`config.mk`:
```
export PLATFORM = sky130hd
export DESIGN_NAME = fetch_sequencer
export DESIGN_NICKNAME = d
export VERILOG_FILES = /design/src/rtl/fetch_sequencer.sv
export SDC_FILE = /design/constraint.sdc
export NUM_CORES = 1
export LEC_CHECK = 0
export BUFFER_PORTS_ARGS = -buffer_cell sky130_fd_sc_hd__buf_4
export CAP_MARGIN = 20
export CORE_UTILIZATION = 50
export CTS_CLUSTER_DIAMETER = 80
export DETAILED_ROUTE_END_ITERATION = 10
export GPL_ROUTABILITY_DRIVEN = 1
export PLACE_DENSITY = 0.82
export SLEW_MARGIN = 40
export SYNTH_ARGS = -nofsm -noshare
export SYNTH_HDL_FRONTEND = slang
export SYNTH_SLANG_ARGS = --single-unit
```
`constraint.sdc`:
```
create_clock -name clk -period 3.2 [get_ports clk]
set_input_delay 0.64 -clock clk [delete_from_list [all_inputs] [get_ports clk]]
set_output_delay 0.64 -clock clk [all_outputs]
set_load 0.01 [all_outputs]
```
`src/rtl/fetch_sequencer.sv`:
```
// Fetch/decode/execute/writeback control sequencer sitting in front of the
// instruction decoder: owns pc and the instruction register, fetches over req/valid.
module fetch_sequencer #(
  parameter int                ADDR_W   = 8,
  parameter logic [ADDR_W-1:0] RESET_PC = '0,
  parameter int                TIMEOUT  = 16
) (
  input  logic              clk,
  input  logic              rst,
  input  logic              start,
  output logic              imem_req,
  output logic [ADDR_W-1:0] imem_addr,
  input  logic [15:0]       imem_rdata,
  input  logic              imem_valid,
  output logic [15:0]       instr_out,
  output logic              instr_valid,
  input  logic              reg_write_enable,
  output logic              exec_en,
  output logic              wb_en,
  output logic [ADDR_W-1:0] pc,
  output logic              busy,
  output logic              halted,
  output logic              fault,
  output logic [2:0]        state_dbg
);

  // Handshake: a fetch completes on any rising edge where imem_req and
  // imem_valid are both high; imem_valid is ignored while imem_req is low.

  localparam int CNT_W = (TIMEOUT > 1) ? $clog2(TIMEOUT) : 1;
  localparam logic [CNT_W-1:0] CNT_LAST = CNT_W'(TIMEOUT - 1);
  localparam logic [2:0] OP_HALT = 3'b111;

  typedef enum logic [2:0] {
    S_IDLE      = 3'd0,
    S_FETCH     = 3'd1,
    S_DECODE    = 3'd2,
    S_EXECUTE   = 3'd3,
    S_WRITEBACK = 3'd4,
    S_HALT      = 3'd5
  } state_t;

  state_t            state_q, state_d;
  logic [ADDR_W-1:0] pc_q, pc_d;
  logic [15:0]       instr_q, instr_d;
  logic [CNT_W-1:0]  cnt_q, cnt_d;
  logic              fault_q, fault_d;
  logic              imem_req_q, imem_req_d;
  logic              instr_valid_q, instr_valid_d;
  logic              exec_en_q, exec_en_d;
  logic              wb_slot_q, wb_slot_d;
  logic              busy_q, busy_d;
  logic              halted_q, halted_d;

  always_comb begin
    state_d = state_q;
    pc_d    = pc_q;
    instr_d = instr_q;
    cnt_d   = cnt_q;
    fault_d = fault_q;
    case (state_q)
      S_IDLE: begin
        cnt_d = '0;
        if (start) state_d = S_FETCH;
      end
      S_FETCH: begin
        if (imem_valid) begin
          instr_d = imem_rdata;
          cnt_d   = '0;
          state_d = S_DECODE;
        end else if (cnt_q == CNT_LAST) begin
          fault_d = 1'b1;
          cnt_d   = '0;
          state_d = S_HALT;
        end else begin
          cnt_d = cnt_q + CNT_W'(1);
        end
      end
      S_DECODE: begin
        if (instr_q[15:13] == OP_HALT) state_d = S_HALT;
        else                           state_d = S_EXECUTE;
      end
      S_EXECUTE: state_d = S_WRITEBACK;
      S_WRITEBACK: begin
        pc_d    = pc_q + ADDR_W'(1);
        state_d = S_FETCH;
      end
      S_HALT:  state_d = S_HALT;
      default: state_d = S_IDLE;
    endcase

    // Outputs are decoded from the next state so they come straight from flops.
    imem_req_d    = (state_d == S_FETCH);
    instr_valid_d = (state_d == S_DECODE);
    exec_en_d     = (state_d == S_EXECUTE);
    wb_slot_d     = (state_d == S_WRITEBACK);
    halted_d      = (state_d == S_HALT);
    busy_d        = (state_d != S_IDLE) && (state_d != S_HALT);
  end

  always_ff @(posedge clk) begin
    if (rst) begin
      state_q       <= S_IDLE;
      pc_q          <= RESET_PC;
      instr_q       <= 16'h0000;
      cnt_q         <= '0;
      fault_q       <= 1'b0;
      imem_req_q    <= 1'b0;
      instr_valid_q <= 1'b0;
      exec_en_q     <= 1'b0;
      wb_slot_q     <= 1'b0;
      busy_q        <= 1'b0;
      halted_q      <= 1'b0;
    end else begin
      state_q       <= state_d;
      pc_q          <= pc_d;
      instr_q       <= instr_d;
      cnt_q         <= cnt_d;
      fault_q       <= fault_d;
      imem_req_q    <= imem_req_d;
      instr_valid_q <= instr_valid_d;
      exec_en_q     <= exec_en_d;
      wb_slot_q     <= wb_slot_d;
      busy_q        <= busy_d;
      halted_q      <= halted_d;
    end
  end

  assign imem_req    = imem_req_q;
  assign imem_addr   = pc_q;
  assign instr_out   = instr_q;
  assign instr_valid = instr_valid_q;
  assign exec_en     = exec_en_q;
  // The decoder's write-enable passes straight through during WRITEBACK only.
  assign wb_en       = wb_slot_q & reg_write_enable;
  assign pc          = pc_q;
  assign busy        = busy_q;
  assign halted      = halted_q;
  assign fault       = fault_q;
  assign state_dbg   = state_q;

endmodule

```
==> impl_metrics.ini, run 1 <==
[clock_network]
cts_made_buffers = 5
htreeDepth = 2
cts_setup_buffers = 0
cts_tree = done
clk_path_buf_depth = 2
ctsHoldBuffers = 0
clock_latency_ns = 0.34
post_cts_resized = 0
clock-root-buffer = clkbuf_4
clock_sinks = 38
path_clk_slew_ns = 0.11

[global_routing]
grt_overflow = 0
grt_start_max_net_pins = 34
grt_pass1_wl_mm = 5.66
antenna_found_initial = 0
grt_usage_pct = 22.6
grt_pass1_vias = 1343

[final_layout]
final-seq-area_um2 = 761
fin_area_mm2 = 0.00205
fin_util_pct = 72.0
antenna_cells = 0
fin_nets = 252
multiInputGateArea_um2 = 674
n_fill_cell = 226
area_growth_pct = 33.0
drive_gt1_share_pct = 33.5

[job]
cap_violations = 0

[synth]
ys_warn_count = 0
synthCells = 176
synth.cells.most_frequent = dfxtp_1, nand2_1, a21oi_1
netlist.top_cell.by_area = dfxtp_1
syn_area_per_cell_um2 = 8.78
syn-num-nets = 199
synth-async-reset-ratio_pct = 0
ys.flop_type = dfxtp_1
ys_ff_latch = 38
synth_area_mm2 = 0.00155
synth.area.top_cells = dfxtp_1, nand2_1, a21oi_1
synth.distinct_cells = 37
yosysSeqAreaShare_pct = 49.2
synth_top_cell_area_share_pct = 49.2
synth_edf_count = 0

[detailed_routing]
drc = 2
drtPass1Iterations = 7
finalWirelength_mm = 3.47
ant_nets = 0
vias = 1371
drtIter0Drc = 43
wl_per_cell_um = 13.3
avgViaCountPerCell = 5.25

[power_and_ir_drop]
p_leak_nw = 0.900
peakVddDrop_mv = 0.353
p_per_area_mw_per_mm2 = 504

[outcome]
status = complete, but fails checks
violations = DRC

[timing]
worst_pin_slew_ns = 0.577
period_share_pct = 53.1
rsz0062_at_grt = no
slew_headroom_pct = 61.1
finalSetupTns_ns = 0
max_freq_mhz = 588
layout_setup_ws_ns = 1.50
drv_slew = 0
period_minus_slack_ns = 1.70
skew_ns = 0.00542
setup_viol = 0
hold_viol = 0

[worst_setup_path]
path_delay_family = flip-flops
cp_max_fo = 9
crit_arrival_ns = 1.06
cp-end-kind = output port
critical-path-slowest-cell = dfxtp_1
rrSetupSlack_ns = 1.57
worstPathCellList = buf_4
path_buf_inv = 1
worst-setup-path-type = reg -> out
worstSetupStartpointType = flip-flop
crit_required_ns = 2.56
slowest_delay_ns = 0.53

[place]
port_buffers = 62
post-dp-hpwl_mm = 2.55
post-place-ws_ns = 1.48
gp_congestion = 0.812
post_dp_cell_area_mm2 = 0.00194

[floorplanning]
num_rows = 19
ioPinCount = 63
die-width_um = 57.6
core-area_mm2 = 0.00285
die-area_mm2 = 0.00332
start_util_pct = 54.2
die_h_um = 57.6

[worst_hold_path]
hold_class = reg -> reg
final timing paths:
check / startpoint / to / cells after the start
worst min-delay path: instr_out[9] / instr_out[9] / 2
worst min register to register: instr_out[9] / instr_out[9] / 2
worst max register to register: cnt_q[0] / busy / 5
worst max-delay path: state_dbg[0] / state_dbg[0] / 1
through the flow:
stage                     total power [W]  hold slack (ns)  std cells
after floorplan                  0.000574            0.457        176
after global placement           0.000621            0.443        253
after detailed placement         0.000627            0.455        253
after CTS                         0.00104            0.470        261
after global routing              0.00107            0.494        261
final                             0.00104            0.466        261
layout make-up:
cell class	count	area share, %
multi-input combinational	121	32.8
inverter	1	0.183
clock inverter	2	2.92
tap	31	1.89
sequential	38	37.0
clock buffer	6	2.50
timing repair buffer	62	22.7
sequential cells by signal, indices dropped and copies added (netlist names), 3 cells and up:
signal	count
imem_addr	8
instr_out	16
cnt_q	4
state_dbg	3
power by group:
group | switching [W] | leakage (nW) | internal, W
combinational | 0.0000577 | 0.533 | 0.0000548
clock | 0.000155 | 0.0585 | 0.000265
sequential | 0.0000131 | 0.308 | 0.000490
total | 0.000226 | 0.900 | 0.000809
worst reg2reg max path, cell delays in order, from the launching register on:
cell and delay (ns):
dfxtp_1 0.41, ha_1 0.22, and3_1 0.23, nand2b_1 0.10, a211oi_1 0.39, o32ai_2 0.14
layer usage:
metal | global-route usage (%) | share of wire (%) | vias up
li1 | - | - | 692
met1 | 25.1 | 40 | 630
met2 | 40.5 | 53 | 42
met3 | 5.44 | 5.4 | 7
met4 | 10.1 | 1.6 | 0
met5 | 0 | 0 | -
cell families after synthesis:
family                     after synthesis  share of synthesized area [%]
DFF                                     38                           49.2
AOI/OAI and AO/OA                       31                           12.6
adders and majority gates                2                           1.62
muxes                                    1                          0.648
and+or+nand+nor                         79                           24.3
buffers and inverters                   17                           7.13
xor gates and xnor gates                 8                           4.53
cells in the final DEF, fill, tap and decap left out, types with 2 or more instances in the layout:
cell type / instances
buf_4: 62
nand2_1: 38
dfxtp_1: 38
a21oi_1: 19
nor2_1: 18
xor2_1: 6
clkbuf_4: 5
nand4_1: 4
nand3_1: 3
nand2b_1: 3
and3_1: 3
o21ai_0: 2
xnor2_1: 2
or2_2: 2
ha_1: 2
bufinv_16: 2
No activity file was read; power rests on OpenSTA's default activity.
==> run 2: changes to the inputs <==
ABC_AREA = 1   (was not set)
CORE_UTILIZATION = 48   (was 50)
PLACE_DENSITY = 0.79   (was 0.82)
clock period = 1.73 ns   (was 3.2 ns; I/O delays follow)
==> run 2 against run 1 <==
Net effect:
- the flow now finishes without violations
- routed wire length rose by 0.37%
- clock power rose by 42%
- worst setup slack got worse by 1.2 ns
- critical path type unchanged
- total power rose by 76%
- die area rose by 11%
- critical endpoint is now state_dbg[1]
- sequential power rose by 90%
==> impl_metrics.ini, run 2 <==
[final_layout]
fin_area_mm2 = 0.00215
final-seq-area_um2 = 761
n_fill_cell = 294
antenna_cells = 0
largest_reg_flops = 16
fin_nets = 303
final_cell_mix = buf_4, nor2_1, nand2_1, dfxtp_1, inv_1
drive_gt1_share_pct = 28.8
area_growth_pct = 30.4
final_common_cell = buf_4
multiInputGateArea_um2 = 708

[synth]
synth.area.top_cells = dfxtp_1, nor2_1, nand2_1
synth_area_mm2 = 0.00165
synth.distinct_cells = 27
netlist.top_cell.by_area = dfxtp_1
synth_top_cell_area_share_pct = 46.2
synth-async-reset-ratio_pct = 0
synth_edf_count = 0
syn-num-nets = 248
synthCells = 225
yosysSeqAreaShare_pct = 46.2
syn_area_per_cell_um2 = 7.32
synth_most_common_cell = nor2_1
ys.flop_type = dfxtp_1
ys_ff_latch = 38
ys_warn_count = 0
synth.cells.most_frequent = nor2_1, nand2_1, dfxtp_1

[worst_setup_path]
worstPathCellList = buf_4
slowest_delay_ns = 0.54
worstSetupStartpointType = flip-flop
critical-path-slowest-cell = dfxtp_1
worst-setup-path-type = reg -> out
r2r_start = state_dbg[0]
crit_arrival_ns = 1.08
path_delay_family = flip-flops
crit_required_ns = 1.38
cp_max_fo = 8
reg2regPathDepth = 7
cp-end-kind = output port
rrSetupSlack_ns = 0.32
r2r-end = instr_out[15]
path_buf_inv = 1

[power_and_ir_drop]
combPwrFrac_pct = 14.7
p_sw_w = 0.000474
peakVddDrop_mv = 0.547
p_per_area_mw_per_mm2 = 847
power_w = 0.00182
switching_share_pct = 26.0
seqPwrFrac_pct = 52.5
p_leak_nw = 1.06
p_int_w = 0.00135
clockPowerShare_pct = 32.8

[floorplanning]
die-area_mm2 = 0.00367
ioPinCount = 63
die_h_um = 60.6
core-area_mm2 = 0.00315
die-width_um = 60.6
start_util_pct = 52.3
num_rows = 20

[place]
port_buffers = 62
post_dp_cell_area_mm2 = 0.00207
post-dp-hpwl_mm = 2.50
gp_congestion = 0.810

[timing]
worst_pin_slew_ns = 0.540
max_freq_mhz = 702
hold_viol = 0
finalSetupTns_ns = 0
period_share_pct = 82.4
rsz0062_at_grt = no
slew_headroom_pct = 64.0
skew_ns = 0.00902
drv_slew = 0
setup_viol = 0
period_minus_slack_ns = 1.43

[worst_hold_path]
holdCritStartpoint = imem_rdata[12]
hold_class = in -> reg
worstHoldEndpoint = instr_out[12]
hold_path_depth = 3

[detailed_routing]
drc = 0
vias = 1540
drtIter0Drc = 59
finalWirelength_mm = 3.49
drtPass1Iterations = 4
ant_nets = 0
wl_per_cell_um = 10.7
avgViaCountPerCell = 4.74

[outcome]
status = finished clean

[clock_network]
clock_sinks = 38
post_cts_resized = 0
clock-root-buffer = clkbuf_4
cts_tree = done
ctsHoldBuffers = 0
clock_latency_ns = 0.35
cts_setup_buffers = 0
cts_made_buffers = 5
clk_path_buf_depth = 2
path_clk_slew_ns = 0.11
htreeDepth = 2

[global_routing]
grt_overflow = 0
grt_start_max_net_pins = 23
antenna_found_initial = 0
grt_usage_pct = 21.2
grt_pass1_vias = 1299
grt_pass1_wl_mm = 5.64

[job]
cap_violations = 0
run 2: cell count changes in the layout (fill, tap and decap cells not counted), sizes merged, moves of 4 or more:
cell and change:
a21oi -9, nor2 +35, xor2 -5, nand3 +11, o21ai +17, nor3 +4
inv +20, nand2 +5
run 2: cell type report:
class | count | area share [%]
clock inverters | 3 | 1.86
repair buffers | 62 | 21.7
inverters | 21 | 3.79
multi-input cells | 152 | 33.0
flip-flops and latches | 38 | 35.4
clock buffers | 5 | 1.75
well taps | 44 | 2.56
run 2: power groups by stage:
stage | Combinational [W] | Clock, W | Sequential, W
after detailed placement | 0.000269 | 0 | 0.000975
final | 0.000267 | 0.000598 | 0.000955
after global placement | 0.000264 | 0 | 0.000975
after floorplan | 0.000130 | 0 | 0.000992
after global routing | 0.000300 | 0.000659 | 0.000962
after CTS | 0.000270 | 0.000609 | 0.000955
run 2: worst max path at each step:
stage | start | end | cells after the start
floorplan | state_dbg[0] | instr_out[14] | 8
global placement | state_dbg[0] | instr_out[15] | 7
detailed placement | state_dbg[0] | instr_out[15] | 7
CTS | state_dbg[1] | state_dbg[1] | 1
global route | state_dbg[0] | instr_out[15] | 7
finish | state_dbg[1] | state_dbg[1] | 1
run 2: stage by stage:
stage	util (%)	std cells	hold WS (ns)	worst slack (ns)
floorplan	-	225	0.460	0.483
global placement	65.7	317	0.439	0.384
detailed placement	65.7	317	0.452	0.337
CTS	68.1	325	0.196	0.303
global route	68.1	325	0.187	0.195
finish	68.1	325	0.213	0.305
run 2: worst register-to-register path: cells and delay by family, from the launching register on:
kind / cells / cell delay (ns)
compound gates: 2 / 0.21
simple gates: 3 / 0.42
buf+inv: 2 / 0.23
flops: 1 / 0.44
run 2: kinds of logic after synthesis:
group	count (synthesis)	share of synthesized area, %
XOR/XNOR	2	1.06
AO/OA/AOI/OAI	30	9.19
buffers and inverters	35	10.9
AND/OR/NAND/NOR	118	31.2
flip-flops	38	46.2
adder cells (fa/ha/maj)	2	1.52
run 2: routing by layer:
metal / global-route usage (%) / share of wire [%] / vias up
met1: 26.4 / 44 / 657
met5: 0 / 0 / -
met3: 7.68 / 8.1 / 11
li1: - / - / 816
met2: 31.9 / 44 / 56
met4: 12.0 / 3.1 / 0
==> run 3: changes to the inputs <==
CORE_UTILIZATION = 43   (was 48)
PLACE_DENSITY = 0.74   (was 0.79)
clock period = 1.2 ns   (was 1.73 ns; I/O delays follow)
==> run 3 against run 2 <==
Net effect:
- hold slack got worse by 0.041 ns
- critical path depth rose by 1
- cell count rose by 6.5%
- via count rose by 5.2%
- non-clock buffer count rose by 17
- core utilization fell by 2.1 points
- sequential cell count did not move
- combinational power rose by 69%
- global-route usage fell by 2.3 points
- die area rose by 11%
- total power rose by 58%
- critical endpoint is now state_dbg[0]
- largest cell class is now multi-input gates
- largest power group unchanged
==> impl_metrics.ini, run 3 (synthesized netlist as in run 2, its figures left out) <==
[outcome]
status = finished clean

[final_layout]
largest_reg_flops = 16
final_common_cell = buf_4
fin_util_pct = 66.0
fin_nets = 320
final-seq-area_um2 = 779
multiInputGateArea_um2 = 781
drive_gt1_share_pct = 39.3
final_cell_mix = buf_4, nor2_1, nand2_1, dfxtp_1, inv_1
n_fill_cell = 350
area_growth_pct = 46.6
antenna_cells = 0

[timing]
hold_viol = 0
period_share_pct = 96.5
skew_ns = 0.0137
period_minus_slack_ns = 1.16
max_freq_mhz = 863
worst_pin_slew_ns = 0.227
rsz0062_at_grt = yes
setup_viol = 0
drv_slew = 0
slew_headroom_pct = 84.8
layout_setup_ws_ns = 0.0415

[clock_network]
cts_made_buffers = 5
clk_path_buf_depth = 2
clock-root-buffer = clkbuf_8
path_clk_slew_ns = 0.07
ctsHoldBuffers = 0
clock_sinks = 38
htreeDepth = 2
clock_latency_ns = 0.29
cts_tree = done

[worst_hold_path]
hold_class = in -> reg
holdCritStartpoint = imem_rdata[5]

[worst_setup_path]
slowest_delay_ns = 0.36
worstPathCellList = buf_4, buf_4
crit_top_cell = buf_4
path_delay_family = flip-flops
reg2regPathDepth = 7
critical-path-slowest-cell = dfxtp_4
worstSetupStartpointType = flip-flop
cp-startpoint = state_dbg[0]
crit_arrival_ns = 0.92
rrSetupSlack_ns = 0.06
r2r-end = instr_out[15]
cp_max_fo = 4
crit_required_ns = 0.96
worst-setup-path-type = reg -> out
endpoint = state_dbg[0]
r2r_start = state_dbg[0]
path_buf_inv = 2
cp-end-kind = output port
worst-path-stages = 2

[floorplanning]
num_rows = 22
ioPinCount = 63
die_h_um = 63.9
core-area_mm2 = 0.00366
die-area_mm2 = 0.00408
die-width_um = 63.9
start_util_pct = 45.0

[power_and_ir_drop]
peakVddDrop_mv = 0.690
p_leak_nw = 1.18
p_per_area_mw_per_mm2 = 1190
power_w = 0.00288

[global_routing]
grt_start_max_net_pins = 19
antenna_found_initial = 0
grt_overflow = 0
grt_pass1_vias = 1406
grt_pass1_wl_mm = 6.07
grt_usage_pct = 18.9

[place]
post-place-ws_ns = -0.0666
gp_congestion = 0.826
port_buffers = 62
post-dp-hpwl_mm = 2.61

[detailed_routing]
wl_per_cell_um = 10.6
vias = 1620
ant_nets = 0
drtIter0Drc = 57
avgViaCountPerCell = 4.68
drtPass1Iterations = 6
finalWirelength_mm = 3.67
drc = 0

[job]
cap_violations = 0
run 3: cell types whose count changed in the layout (fill, tap and decap cells not counted), moves of 3 or more:
cell / previous run / this run
buf_4: 62 / 78
clkbuf_4: 5 / 0
clkbuf_8: 0 / 5
dfxtp_1: 38 / 29
dfxtp_2: 0 / 6
dfxtp_4: 0 / 3
nand3_1: 13 / 10
nor2_1: 51 / 46
nor2_4: 1 / 4
run 3: worst min path at each step:
stage,slack [ns],cells past startpoint,endpoint
finish,0.17,3,instr_out[5]
global route,0.18,3,instr_out[1]
CTS,0.17,3,instr_out[7]
detailed placement,0.45,2,fault
global placement,0.44,2,fault
floorplan,0.37,2,instr_out[10]
run 3: timing repair:
action,4_1_cts,5_1_grt
pin swaps,1,2
buffers inserted,0,2
gates resized for setup,9,20
setup endpoints to repair,13,22
run 3: report_power, final:
| group | switching [W] | internal [W] |
|---|---|---|
| sequential | 0.0000487 | 0.00133 |
| clock | 0.000429 | 0.000622 |
| combinational | 0.000229 | 0.000224 |
| total | 0.000706 | 0.00218 |
run 3: metal layers:
layer,wire length [um],track usage (%),part of all wire (%)
met4,43,5.11,1.2
met2,1700,30.2,46
met3,227,6.07,6.2
met5,0,0,0
met1,1700,24.3,46
run 3: metrics by stage:
stage	instances	setup TNS (ns)	instance area (um^2)	hold WS (ns)
finish	346	0	2420	0.171
global route	346	-0.285	2420	0.176
CTS	344	0	2340	0.170
detailed placement	336	-0.0852	2200	0.447
global placement	336	-0.0328	2200	0.443
floorplan	225	0	1650	0.375
run 3: layout make-up:
type / instances / area share (%)
Clock buffer: 7 / 3.16
Clock inverter: 1 / 1.24
Inverter: 21 / 3.47
Multi-Input combinational cell: 152 / 32.3
Sequential cell: 38 / 32.3
Tap cell: 48 / 2.49
Timing Repair Buffer: 79 / 25.1
run 3: worst register-to-register path: stages, from the launching register on:
cell and delay, ns:
dfxtp_4 0.37, inv_2 0.06, nor2_4 0.09, nand2_2 0.09, nor2_8 0.14, inv_4 0.11
o21ai_1 0.14, a21oi_1 0.05
